[config.mk]
export PLATFORM = sky130hd
export DESIGN_NAME = haz_issue_scheduler
export DESIGN_NICKNAME = d
export VERILOG_FILES = /design/src/rtl/haz_issue_scheduler.sv
export SDC_FILE = /design/constraint.sdc
export NUM_CORES = 1
export LEC_CHECK = 0
export ABC_AREA = 1
export BUFFER_PORTS_ARGS = -buffer_cell sky130_fd_sc_hd__buf_2
export CAP_MARGIN = 20
export CORE_UTILIZATION = 45
export DETAILED_ROUTE_END_ITERATION = 12
export PLACE_DENSITY = 0.66
export SYNTH_ARGS = -nofsm -noshare
export SYNTH_HDL_FRONTEND = slang
export SYNTH_SLANG_ARGS = --single-unit
export TNS_END_PERCENT = 5
[constraint.sdc]
create_clock -name clk -period 3 [get_ports clk]
set_input_delay 0.3 -clock clk [delete_from_list [all_inputs] [get_ports clk]]
set_output_delay 0.3 -clock clk [all_outputs]
set_load 0.01 [all_outputs]
[src/rtl/haz_issue_scheduler.sv]
// Scoreboard issue controller: per-register result countdowns gate RAW/WAW hazards,
// select bypass for operands whose producer lands on the bypass in the issue cycle.
module haz_issue_scheduler #(
   parameter int NREG   = 8,
   parameter int LAT_W  = 2,
   parameter int SCNT_W = 8,
   localparam int RW    = $clog2(NREG)
) (
   input  logic              clk,
   input  logic              rst_n,
   input  logic              ena,
   input  logic              in_valid,
   output logic              in_ready,
   input  logic [RW-1:0]     in_rs1,
   input  logic [RW-1:0]     in_rs2,
   input  logic [RW-1:0]     in_rd,
   input  logic              in_wen,
   input  logic [LAT_W-1:0]  in_lat,
   output logic              issue_valid,
   output logic [RW-1:0]     issue_rd,
   output logic              issue_wen,
   output logic              fwd1,
   output logic              fwd2,
   output logic [1:0]        state,
   output logic [SCNT_W-1:0] stall_cnt
);

   typedef enum logic [1:0] {S_IDLE = 2'b00, S_RUN = 2'b01, S_STALL = 2'b10} st_t;

   st_t              st;
   logic [LAT_W-1:0] cnt     [NREG];
   logic [LAT_W-1:0] cnt_nxt [NREG];
   logic [LAT_W-1:0] lat_eff;
   logic             raw1, raw2, waw, accept, stall, load, any_nxt;
   logic             fwd1_d, fwd2_d, rd_nz;

   assign lat_eff = (in_lat == '0) ? LAT_W'(1) : in_lat;
   assign rd_nz   = (in_rd != '0);

   // cnt>=2 means the producer result is not yet on the bypass for an issue next cycle
   assign raw1 = (in_rs1 != '0) && (cnt[in_rs1] >= LAT_W'(2));
   assign raw2 = (in_rs2 != '0) && (cnt[in_rs2] >= LAT_W'(2));
   assign waw  = in_wen && rd_nz && (cnt[in_rd] != '0) && (cnt[in_rd] >= lat_eff);

   assign in_ready = ena && !(raw1 || raw2 || waw);
   assign accept   = in_valid && in_ready;
   assign stall    = in_valid && ena && !in_ready;
   assign load     = accept && in_wen && rd_nz;

   assign fwd1_d = (in_rs1 != '0) && (cnt[in_rs1] == LAT_W'(1));
   assign fwd2_d = (in_rs2 != '0) && (cnt[in_rs2] == LAT_W'(1));

   assign cnt_nxt[0] = '0;
   genvar g;
   for (g = 1; g < NREG; g++) begin : g_sb
      assign cnt_nxt[g] = (load && in_rd == RW'(g)) ? lat_eff :
                          (cnt[g] != '0)             ? cnt[g] - LAT_W'(1) : '0;
   end

   always_comb begin
      any_nxt = 1'b0;
      for (int r = 1; r < NREG; r++)
         if (cnt_nxt[r] != '0) any_nxt = 1'b1;
   end

   always_ff @(posedge clk or negedge rst_n) begin
      if (!rst_n) begin
         for (int r = 0; r < NREG; r++) cnt[r] <= '0;
         issue_valid <= 1'b0;
         issue_rd    <= '0;
         issue_wen   <= 1'b0;
         fwd1        <= 1'b0;
         fwd2        <= 1'b0;
         stall_cnt   <= '0;
         st          <= S_IDLE;
      end else begin
         for (int r = 0; r < NREG; r++) cnt[r] <= cnt_nxt[r];
         issue_valid <= accept;
         issue_rd    <= accept ? in_rd : '0;
         issue_wen   <= load;
         fwd1        <= accept && fwd1_d;
         fwd2        <= accept && fwd2_d;
         if (stall && stall_cnt != '1) stall_cnt <= stall_cnt + SCNT_W'(1);
         if (stall)                    st <= S_STALL;
         else if (any_nxt || accept)   st <= S_RUN;
         else                          st <= S_IDLE;
      end
   end

   assign state = st;

endmodule

Word-level counts from Yosys, hierarchy flattened
Index checks and enable logic that the tools add are counted.
{ "classes": {"reduce_logical": 47, "n_lt_le_gt_ge": 6, "n_eq_ne": 10, "addsub": 8, "n_bitwise": 3, "n_mux": 34} }
{ "ops": {"columns": ["cell", "count"], "rows": [
  ["$mux W2", 22],
  ["$reduce_bool A2 Y1", 15],
  ["$logic_and A1 B1 Y1", 23],
  ["$bmux W2 S3", 3],
  ["$sub A2 B1 Y2 const B", 7],
  ["$eq A3 B3 Y1 const B", 4],
  ["$ge A4 B4 Y1 const B", 3],
  ["$not A3 Y4", 3],
  ["$reduce_bool A3 Y1", 3],
  ["$add A8 B1 Y8 const B", 1],
  ["$mux W1", 8],
  ["$ne A8 B8 Y1 const B", 1],
  ["$eq A3 B2 Y1 const B", 2],
  ["$eq A2 B1 Y1 const B", 2],
  ["$ge A2 B2 Y1 const B", 2],
  ["$eq A3 B1 Y1 const B", 1],
  ["$logic_or A1 B1 Y1", 3],
  ["$mux W3", 1],
  ["$ge A2 B2 Y1", 1],
  ["$logic_not A1 Y1", 2],
  ["$logic_not A2 Y1", 1]
]} }
{ "totals": {"register_bits": 31, "input_bits": 16, "elab_cells": 122} }

Longest topological paths before layout
Gate-level depths: netlist of the first run.
{ "depth": {"ltp_word": 26, "mapped_depth": 23} }

Worst setup path after synthesis of the first run
No wires, ideal clock.
{ "synth_path": {"path_kind": "in2reg", "startpoint": "input in_rd[0]", "endpoint": "register st[0], in the netlist state[0]", "t_arrival_ns": 2.131, "setup_ns": 0.113, "slack_ns": 0.756, "stages": 20, "t_required_ns": 2.887, "n_path_buf": 1, "path_cell_list": "buf_6 nand2_1 nor2_1 nor2_2 nand2_1 nand2_2 inv_1 ha_1 a21oi_1 nor2_1 nand2_4 nand3_4 nor2_8 nand3_1 nand2_1 nand2_1 nor2_1 nand3_1 nand2_1 inv_1"} }
{ "synth_between": {"elab_chain_cells": 26} }
{ "synth_rtl": {"columns": ["element", "line", "rtl"], "rows": [
  ["start, declared", "16", "input logic [RW-1:0] in_rd,"],
  ["parallel branches: the longest is 25 deep, another holds $ge A2 B2 Y1", null, null],
  ["$mux W2 (*)", "84", "if (stall) st <= S_STALL;"],
  ["end signal, assigned", "84", null],
  ["end signal, assigned", "85", "else if (any_nxt || accept) st <= S_RUN;"],
  ["end signal, assigned", "86", "else st <= S_IDLE;"],
  ["end, declared", "30", "st_t st;"]
]} }
Every way passes the cells marked *. The select of a mux whose other input is x is not followed.
A chain may end at the register's enable or synchronous reset.

Worst setup path in the final report of the first run
{ "layout_path": {"startpoint": "register cnt[0] (netlist name)", "endpoint": "register st[0], in the netlist state[0]"} }
{ "layout_between": {"elab_chain_cells": 25} }
{ "layout_rtl": {"columns": ["element", "line", "rtl"], "rows": [
  ["start, declared", "31", "logic [LAT_W-1:0] cnt [NREG];"],
  ["$bmux W2 S3 (on tied branches)", "41, 42, 43", null],
  ["$mux W2 (on tied branches) (2 in a row)", "41, 42, 43", null],
  ["$ge A2 B2 Y1 (tied with other cells)", "41", "assign raw1 = (in_rs1 != '0) && (cnt[in_rs1] >= LAT_W'(2));"],
  ["$logic_and A1 B1 Y1 (on tied branches)", "41, 42, 43", null],
  ["$logic_or A1 B1 Y1 or $logic_and A1 B1 Y1 (tied branches)", "45, 43", null],
  ["$logic_or A1 B1 Y1", "45", "assign in_ready = ena && !(raw1 || raw2 || waw);"],
  ["$logic_not A1 Y1", "45", null],
  ["$logic_and A1 B1 Y1", "45", null],
  ["$logic_and A1 B1 Y1", "46", "assign accept = in_valid && in_ready;"],
  ["$logic_and A1 B1 Y1 (2 in a row)", "48", "assign load = accept && in_wen && rd_nz;"],
  ["$logic_and A1 B1 Y1", "56", "assign cnt_nxt[g] = (load && in_rd == RW'(g)) ? lat_eff :"],
  ["$mux W2", "56", null],
  ["$reduce_bool A2 Y1", "63", "if (cnt_nxt[r] != '0) any_nxt = 1'b1;"],
  ["$mux W1 (7 in a row)", "63", null],
  ["$logic_or A1 B1 Y1", "85", null],
  ["$mux W1", "85", null],
  ["$mux W2 (*)", "84", null]
]} }
Mark *: on every way between the ends. The rest lies on a longest branch, timed or not. The select of a mux whose other input is x is not followed.

==> results.md, run 1 <==
* Status: completed
* Layout cell share with drive strength beyond 1 at 23.91%
* Slew Limit Headroom at 52.62%
* Clock transition at the registers of the reported paths at 0.07 ns
* CTS Buf Count at 5
* Net count after synthesis at 304
* Gpl congestion at 0.8544
* Mapped Area at 2108 µm²
* Drt total wl at 4934 µm
* Iter 0 DRT Violations at 78
* Boundary Pins at 34
* Most common cell after layout, fill and taps aside: nand2_1
* Leakage at 1.385 nW
* CORE AREA at 4414 µm²
* Dpl cell area at 2300 µm²
* Largest family of logic cells by synthesized area: simple AND/OR/NAND/NOR gates
* CTS Hold Bufs at 0
* Xor and xnor area share after synthesis at 2.493%
* Worst Skew at 0.002908 ns
* Initial antenna violation count at 0
* Routed vias/inst at 5.045
* Post-CTS resize count at 0
* Max clock buf depth at 2
* Fin worst setup slack at 0.4718 ns
* Main area contributors after synthesis: dfrtp_1 37%, nand2_1 16%, nand3_1 6.9%
* Mapped Cells at 285
* Fin area at 2417 µm²
* Simple-Gate Fraction of Synth Area at 42.67%
* Register area share after synthesis at 36.80%
* Worst min path class: input pin to asynchronous set/reset pin
* Pwr Total at 0.001225 W
* Most frequent cells in the layout: 91 x nand2_1, 36 x inv_1, 33 x buf_2
* Dpl ws at 0.2371 ns
* Final period util at 84.27%
* TritonRoute pass-1 iters at 4
* Nets at 340
* Final global-route overflow total at 0
* Area leader, netlist: dfrtp_1
* Slew Limit Fails at 0
* Crit Path Max Fanout at 9
* Critical Path AT at 2.71 ns
* CP Class: register to register
* Wirelength per Cell at 13.19 µm
* Routed Antenna Nets at 0
* Synthesized area per cell at 7.397 µm²
* Synth Register Bits at 31
* Worst-Margin Slew at 0.7107 ns
* Min cycle time layout at 2.528 ns
* Number of global-route vias before repair at 1865
* F_max at 395.5 MHz
* Maximum vdd drop at 0.3751 mV
* First-pass GRT wire length at 8742 µm
* Final setup fails at 0
* Post-synthesis mux area share at 0.5341%
* RSZ-0062 raised after global routing: no
* Setup_tns at 0 ns
* CTS H-tree depth at 2
* Ant. Diodes at 0
* GRT Total Usage at 22.52%
* CTS tree: done
* Clk_lat worst skew at 0.28 ns
* Die height at 70.45 µm
* Post-DP HPWL at 3806 µm
* Yosys top cell area share at 36.80%
* Die width at 70.45 µm
* Hold_ws at 0.06429 ns
* Filler cells at 438
* Largest net degree at the start of global routing at 32
* Initial Util at 47.76%
* Clock tree sinks at 31
* Drt drc at 0
* Adder-cell area share of the yosys netlist at 1.780%
* Area of the die at 4963 µm²
* I/O Buffers at 33
* Root buf cell: clkbuf_8
* Type of destination of the critical path: register
* Fin. Hold Viols at 0
* Vias at 1887
* Pwr per Cell Area at 506.9 nW/µm²
* Postcts setup bufs at 0
* Crit path launch type: register
* Compound-Gate Fraction of Synth Area at 5.697%
* Yosys warns at 0
* Maxcap violations at 0
* CP Data Required Time at 3.18 ns
* Cell row count at 24
* P&R area growth vs syn at 14.66%
* Synth cell types at 30
[cells in the mapped netlist, drive strengths merged]
cell   number
a21oi      11
a31oi       1
a32oi       1
buf         4
dfrtp      31
ha          3
inv        42
mux2        1
nand2     102
nand3      35
nand4       4
nor2       31
nor3        4
nor4        1
o21ai       7
or2         1
xnor2       4
xor2        2
[path summary, 6_finish.rpt]
path	to	depth (start not counted)	startpoint	slack [ns]
worst max-delay path	state[0]	20	cnt[0]	0.47
worst min-delay path	issue_rd[2]	1	rst_n	0.06
worst max register to register	state[0]	20	cnt[0]	0.47
worst min register to register	stall_cnt[7]	1	stall_cnt[7]	0.49
max in group asynchronous	cnt[8]	1	rst_n	2.48
min in group clk	issue_wen	3	in_wen	0.32
[sequential cells by signal, summed over array words and instances, names as in the netlist]
register,flops
state,2
issue_wen,1
issue_valid,1
fwd1,1
stall_cnt,8
fwd2,1
cnt,14
issue_rd,3
[metal layers]
metal | wire, µm | global-route usage (%)
met1 | 2369 | 30.59
met2 | 2303 | 35.24
met3 | 195 | 4.618
met4 | 65 | 8.222
met5 | 0 | 0
[critical path: stages, from the launching register on]
cell and delay, ns:
dfrtp_1 0.48, nand2_1 0.08, nand2_1 0.07, nand2_1 0.04
nand3_1 0.11, nand2_2 0.08, ha_1 0.27, inv_1 0.05
nand2_1 0.04, a21oi_1 0.12, nor2_1 0.09, nand2_4 0.12
nand3_4 0.16, nor2_8 0.19, nand3_1 0.08, nand2_1 0.11
nand2_1 0.06, nor2_1 0.11, nand3_1 0.07, nand2_1 0.06
inv_1 0.04
[area by class of cell]
cell class | count | area, µm² | area share [%]
Clock buffer | 6 | 82.58 | 3.416
Tap cell | 52 | 65.06 | 2.692
Sequential cell | 31 | 775.7 | 32.09
Multi-Input combinational cell | 208 | 1121 | 46.38
Clock inverter | 2 | 35.03 | 1.449
Timing Repair Buffer | 33 | 165.2 | 6.832
Inverter | 42 | 172.7 | 7.143
[kinds of logic after synthesis]
group | count (synthesis)
adder cells (fa/ha/maj) | 3
AO/OA/AOI/OAI | 20
XOR/XNOR | 6
multiplexers | 1
flip-flops | 31
AND/OR/NAND/NOR | 178
buffers and inverters | 46
[stage by stage]
stage	utilization [%]	instances
2_1_floorplan	-	285
3_3_place_gp	52.10	366
3_5_place_dp	52.10	366
4_1_cts	54.76	374
5_1_grt	54.76	374
6_report	54.76	374
[power by group]
part | internal (W) | leakage [nW] | switching [W] | total (W)
Combinational | 0.000109 | 0.907 | 0.000173 | 0.000281
Sequential | 0.000468 | 0.417 | 0.0000484 | 0.000517
Clock | 0.000269 | 0.0612 | 0.000159 | 0.000428
Total | 0.000845 | 1.38 | 0.000380 | 0.00123
No activity file was read; power rests on OpenSTA's default activity.
==> inputs of run 2 (changes only) <==
==> constraint.sdc (replaced) <==
create_clock -name clk -period 2.5 [get_ports clk]
set_input_delay 0.25 -clock clk [delete_from_list [all_inputs] [get_ports clk]]
set_output_delay 0.25 -clock clk [all_outputs]
set_load 0.01 [all_outputs]
==> results.md, run 2 (synthesized netlist as in run 1, its figures left out) <==
* Status: completed
* Initial Util at 47.76%
* Setup_tns at 0 ns
* Die height at 70.45 µm
* GRT Total Usage at 24.02%
* Hold_ws at 0.003291 ns
* First-pass GRT wire length at 9018 µm
* Largest net degree at the start of global routing at 32
* Routed Antenna Nets at 0
* Iter 0 DRT Violations at 190
* Ant. Diodes at 0
* CTS tree: done
* FF-to-FF path depth at 19
* Reg2reg start: cnt[1]
* Dpl ws at -0.01559 ns
* Slowest-stage cell, CP: dfrtp_1
* Boundary Pins at 34
* Area of the multi-input gates at 1162 µm²
* CP Class: register to register
* Clock tree sinks at 31
* CORE AREA at 4414 µm²
* Maximum vdd drop at 0.3680 mV
* Slew Limit Headroom at 53.10%
* CTS Hold Bufs at 0
* Leakage at 1.513 nW
* Final global-route overflow total at 0
* FF+latch area at 777.0 µm²
* Worst R2R Setup Slack at 0.10 ns
* CTS Buf Count at 5
* I/O Buffers at 33
* Fin. Hold Viols at 0
* Slew Limit Fails at 0
* Cell row count at 24
* Post-DP HPWL at 4227 µm
* Drt drc at 0
* Type of destination of the critical path: register
* Clk_lat worst skew at 0.29 ns
* Max clock buf depth at 2
* Area of the die at 4963 µm²
* Crit Path Max Fanout at 5
* F_max at 417.0 MHz
* Max reg flops at 14
* Worst reg2reg endpoint: state[0]
* Worst Skew at 0.004681 ns
* Vias at 2044
* Nets at 366
* Wirelength per Cell at 13.74 µm
* Root buf cell: clkbuf_8
* Final core utilization at 59.98%
* Top reg by flops: cnt
* TritonRoute pass-1 iters at 4
* Die width at 70.45 µm
* Final setup fails at 0
* Maxcap violations at 0
* Clock transition at the registers of the reported paths at 0.07 ns
* Layout cell share with drive strength beyond 1 at 32.47%
* Worst-Margin Slew at 0.7035 ns
* Most common cell after layout, fill and taps aside: nand2_1
* Worst path max stage delay at 0.41 ns
* Routed vias/inst at 5.110
* CP Data Required Time at 2.69 ns
* Most frequent cells in the layout: 87 x nand2_1, 35 x inv_1, 33 x buf_2
* Worst min path class: input pin to asynchronous set/reset pin
* Pwr per Cell Area at 568.7 nW/µm²
* Critical path buffers and inverters at 2
* Fin area at 2648 µm²
* Top cell by count, worst path: nand2_1
* Drt total wl at 5496 µm
* Final period util at 95.93%
* Cell family with most CP delay: simple AND/OR/NAND/NOR gates
* Initial antenna violation count at 0
* CTS H-tree depth at 2
* Number of global-route vias before repair at 1885
* Crit path launch type: register
* Fin worst setup slack at 0.1018 ns
* P&R area growth vs syn at 25.58%
* Top Registers: cnt (14), stall_cnt (8), issue_rd (3)
* Critical Path AT at 2.59 ns
* Min cycle time layout at 2.398 ns
* Gpl congestion at 0.9015
* Dpl cell area at 2472 µm²
* Filler cells at 403
* CP Cell Sequence: nand2_1, nand2_1, nand2_1, nand3_2, nand2_2, inv_1, ha_1, a21oi_1, nor2_1, nand2_4, nand3_4, nor2_4, nand3_2, nand2_2, nand2_1, nor2_1, nand3_1, nand2_1, inv_1
-- run 2: per-layer routing --
| layer | wire, µm | track usage, % |
|---|---|---|
| met5 | 0 | 0 |
| met4 | 163 | 11.56 |
| met3 | 370 | 5.195 |
| met2 | 2593 | 36.72 |
| met1 | 2369 | 32.14 |
-- run 2: final cells by class --
class	instances	share of cell area, %
multi-input combinational	209	43.90
sequential	31	29.35
timing repair buffer	58	13.33
inverter	42	6.522
clock buffer	6	3.119
tap	52	2.457
clock inverter	2	1.323
-- run 2: worst max-delay path by stage --
stage	endpoint	depth (start not counted)	slack, ns	start
floorplan	state[0]	20	0.31	in_rd[0]
global route	state[0]	19	-0.04	cnt[1]
detailed placement	state[0]	21	-0.02	in_rd[0]
global placement	state[0]	21	0.05	in_rd[0]
CTS	state[0]	19	0.13	cnt[13]
finish	state[0]	19	0.10	cnt[1]
-- run 2: report_power, final --
group	switching (W)	leakage, nW	total [W]	internal, W
sequential	0.0000573	0.415	0.000619	0.000562
clock	0.000200	0.0612	0.000522	0.000322
combinational	0.000217	1.04	0.000364	0.000148
total	0.000474	1.51	0.00151	0.00103
-- run 2: worst reg2reg max path, cell delays in order (launching register included) --
cell and delay (ns):
dfrtp_1 0.41, nand2_1 0.07, nand2_1 0.06, nand2_1 0.07, nand3_2 0.08, nand2_2 0.09
inv_1 0.05, ha_1 0.28, a21oi_1 0.12, nor2_1 0.08, nand2_4 0.11, nand3_4 0.15
nor2_4 0.20, nand3_2 0.09, nand2_2 0.10, nand2_1 0.05, nor2_1 0.11, nand3_1 0.08
nand2_1 0.06, inv_1 0.04
-- run 2: stage by stage --
step,std cells,power [W]
after detailed placement,389,0.0009887
final,400,0.001506
after global routing,400,0.001598
after CTS,397,0.001508
after global placement,389,0.0009801
after floorplan,285,0.0008478
-- run 2: repair_timing --
item                                    in CTS  in global routing
endpoints found under the setup margin       0                  1
buffers inserted                             0                  2
resized for setup                            0                 10
==> inputs of run 3 (changes only) <==
--- a/config.mk
+++ b/config.mk
@@ -6,11 +6,10 @@
 export NUM_CORES = 1
 export LEC_CHECK = 0
 export ABC_AREA = 1
-export BUFFER_PORTS_ARGS = -buffer_cell sky130_fd_sc_hd__buf_2
+export BUFFER_PORTS_ARGS = -buffer_cell sky130_fd_sc_hd__clkbuf_2
 export CAP_MARGIN = 20
-export CORE_UTILIZATION = 45
+export CORE_UTILIZATION = 41
 export DETAILED_ROUTE_END_ITERATION = 12
-export PLACE_DENSITY = 0.66
 export SYNTH_ARGS = -nofsm -noshare
 export SYNTH_HDL_FRONTEND = slang
 export SYNTH_SLANG_ARGS = --single-unit
==> results.md, run 3 (synthesized netlist as in run 1, its figures left out) <==
* Number of global-route vias before repair at 1912
* Worst Skew at 0.008669 ns
* TritonRoute pass-1 iters at 4
* Maxcap violations at 0
* Worst min path class: input pin to asynchronous set/reset pin
* Initial Util at 43.48%
* Slew Limit Headroom at 49.60%
* I/O Buffers at 33
* CTS tree: done
* Wirelength per Cell at 12.67 µm
* Pwr Total at 0.001385 W
* Routed vias/inst at 4.781
* Boundary Pins at 34
* Hold_ws at 0.02742 ns
* Fin area at 2698 µm²
* Most frequent cells in the layout: 89 x nand2_1, 35 x inv_1, 33 x clkbuf_2
* Worst-Margin Slew at 0.7560 ns
* Most common cell after layout, fill and taps aside: nand2_1
* Final setup fails at 0
* Area of the die at 5433 µm²
* Final global-route overflow total at 0
* Top reg by flops: cnt
* Dpl cell area at 2529 µm²
* CP Cell Sequence: nand2_1, nand2_1, nand2_1, nand3_2, nand2_2, ha_4, inv_2, nand2_2, a21oi_2, nor2_2, nand2_4, nand3_4, nor2_4, nand3_2, nand2_2, nand2_1, nor2_1, nand3_1, nand2_1, inv_1
* Dpl ws at -0.05039 ns
* Fin. Hold Viols at 0
* CORE AREA at 4848 µm²
* Worst path max stage delay at 0.41 ns
* Root buf cell: clkbuf_8
* CP Class: register to register
* Largest net degree at the start of global routing at 32
* Fin worst setup slack at 0.1709 ns
* Routed Antenna Nets at 0
* Critical Path AT at 2.52 ns
* Die height at 73.71 µm
* Maximum vdd drop at 0.4571 mV
* CTS H-tree depth at 2
* GRT Total Usage at 21.43%
* Ant. Diodes at 0
* F_max at 429.3 MHz
* Status: completed
* Min cycle time layout at 2.329 ns
* CP Data Required Time at 2.69 ns
* Type of destination of the critical path: register
* Nets at 372
* Leakage at 1.521 nW
* Initial antenna violation count at 0
* Iter 0 DRT Violations at 167
* Post-DP HPWL at 4220 µm
* Clock tree sinks at 31
* Clk_lat worst skew at 0.28 ns
* Slowest-stage cell, CP: dfrtp_1
* Slew Limit Fails at 0
* Drt drc at 0
* Top cell by count, worst path: nand2_1
* Crit Path Max Fanout at 5
* CTS Buf Count at 5
* Top Registers: cnt (14), stall_cnt (8), issue_rd (3)
* Crit path launch type: register
* Filler cells at 481
* Cell row count at 25
* Final period util at 93.16%
* P&R area growth vs syn at 27.95%
* Die width at 73.71 µm
* Layout cell share with drive strength beyond 1 at 33.62%
* Pwr per Cell Area at 513.5 nW/µm²
* Drt total wl at 5332 µm
* Gpl congestion at 0.9500
* Max reg flops at 14
* First-pass GRT wire length at 8700 µm
* Clock transition at the registers of the reported paths at 0.07 ns
* Max clock buf depth at 2
* Vias at 2013
==> run 3: through the flow <==
step                 TNS, ns  std cells  utilization, %
finish                     0        421           55.64
global placement    -0.03827        409           52.15
detailed placement  -0.05249        409           52.15
global route        -0.03660        421           55.64
floorplan                  0        285               -
CTS                        0        417           53.91
==> run 3: critical path, delay by kind of cell (launching register included) <==
kind	cells	cell delay, ns
buffers and inverters	2	0.08
adder cells (fa/ha/maj)	1	0.20
AO/OA/AOI/OAI	1	0.14
flip-flops	1	0.41
AND/OR/NAND/NOR	16	1.41
==> run 3: metal layers <==
metal / global-route usage, % / up-vias / share of wire (%)
li1: - / 1036 / -
met1: 31.08 / 916 / 49
met2: 32.72 / 54 / 45
met3: 4.115 / 7 / 4.7
met4: 5.128 / 0 / 1.1
met5: 0 / - / 0
==> run 3: path summary, 6_finish.rpt <==
path	start	endpoint	slack [ns]	depth (start not counted)
min in group clk	in_rs2[2]	fwd2	0.30	3
max in group asynchronous	rst_n	cnt[1]	1.99	1
min reg2reg	stall_cnt[7]	stall_cnt[7]	0.49	1
min	rst_n	fwd2	0.03	1
max	cnt[4]	state[0]	0.17	20
max reg2reg	cnt[4]	state[0]	0.17	20
==> run 3: where the power goes <==
group / internal, W / switching [W] / leakage, nW / total [W]
logic: 0.000156 / 0.000225 / 1.06 / 0.000381
registers: 0.000562 / 0.0000580 / 0.417 / 0.000620
clock network: 0.000194 / 0.000190 / 0.0412 / 0.000385
==> run 3: layout make-up <==
class                      instances  area [µm²]  share of cell area (%)
multi-input combinational        208        1175                   43.55
sequential                        31       775.7                   28.76
timing repair buffer              65       405.4                   15.03
inverter                          42       172.7                   6.401
tap                               67       83.83                   3.108
clock buffer                       6       72.57                   2.690
clock inverter                     2       12.51                  0.4638
==> run 3: repair_timing <==
action | in CTS | in global routing
hold buffers | 0 | 0
gates resized for setup | 0 | 11
hold endpoints to repair | 0 | 0
endpoints found under the setup margin | 0 | 2
setup buffers | 0 | 4
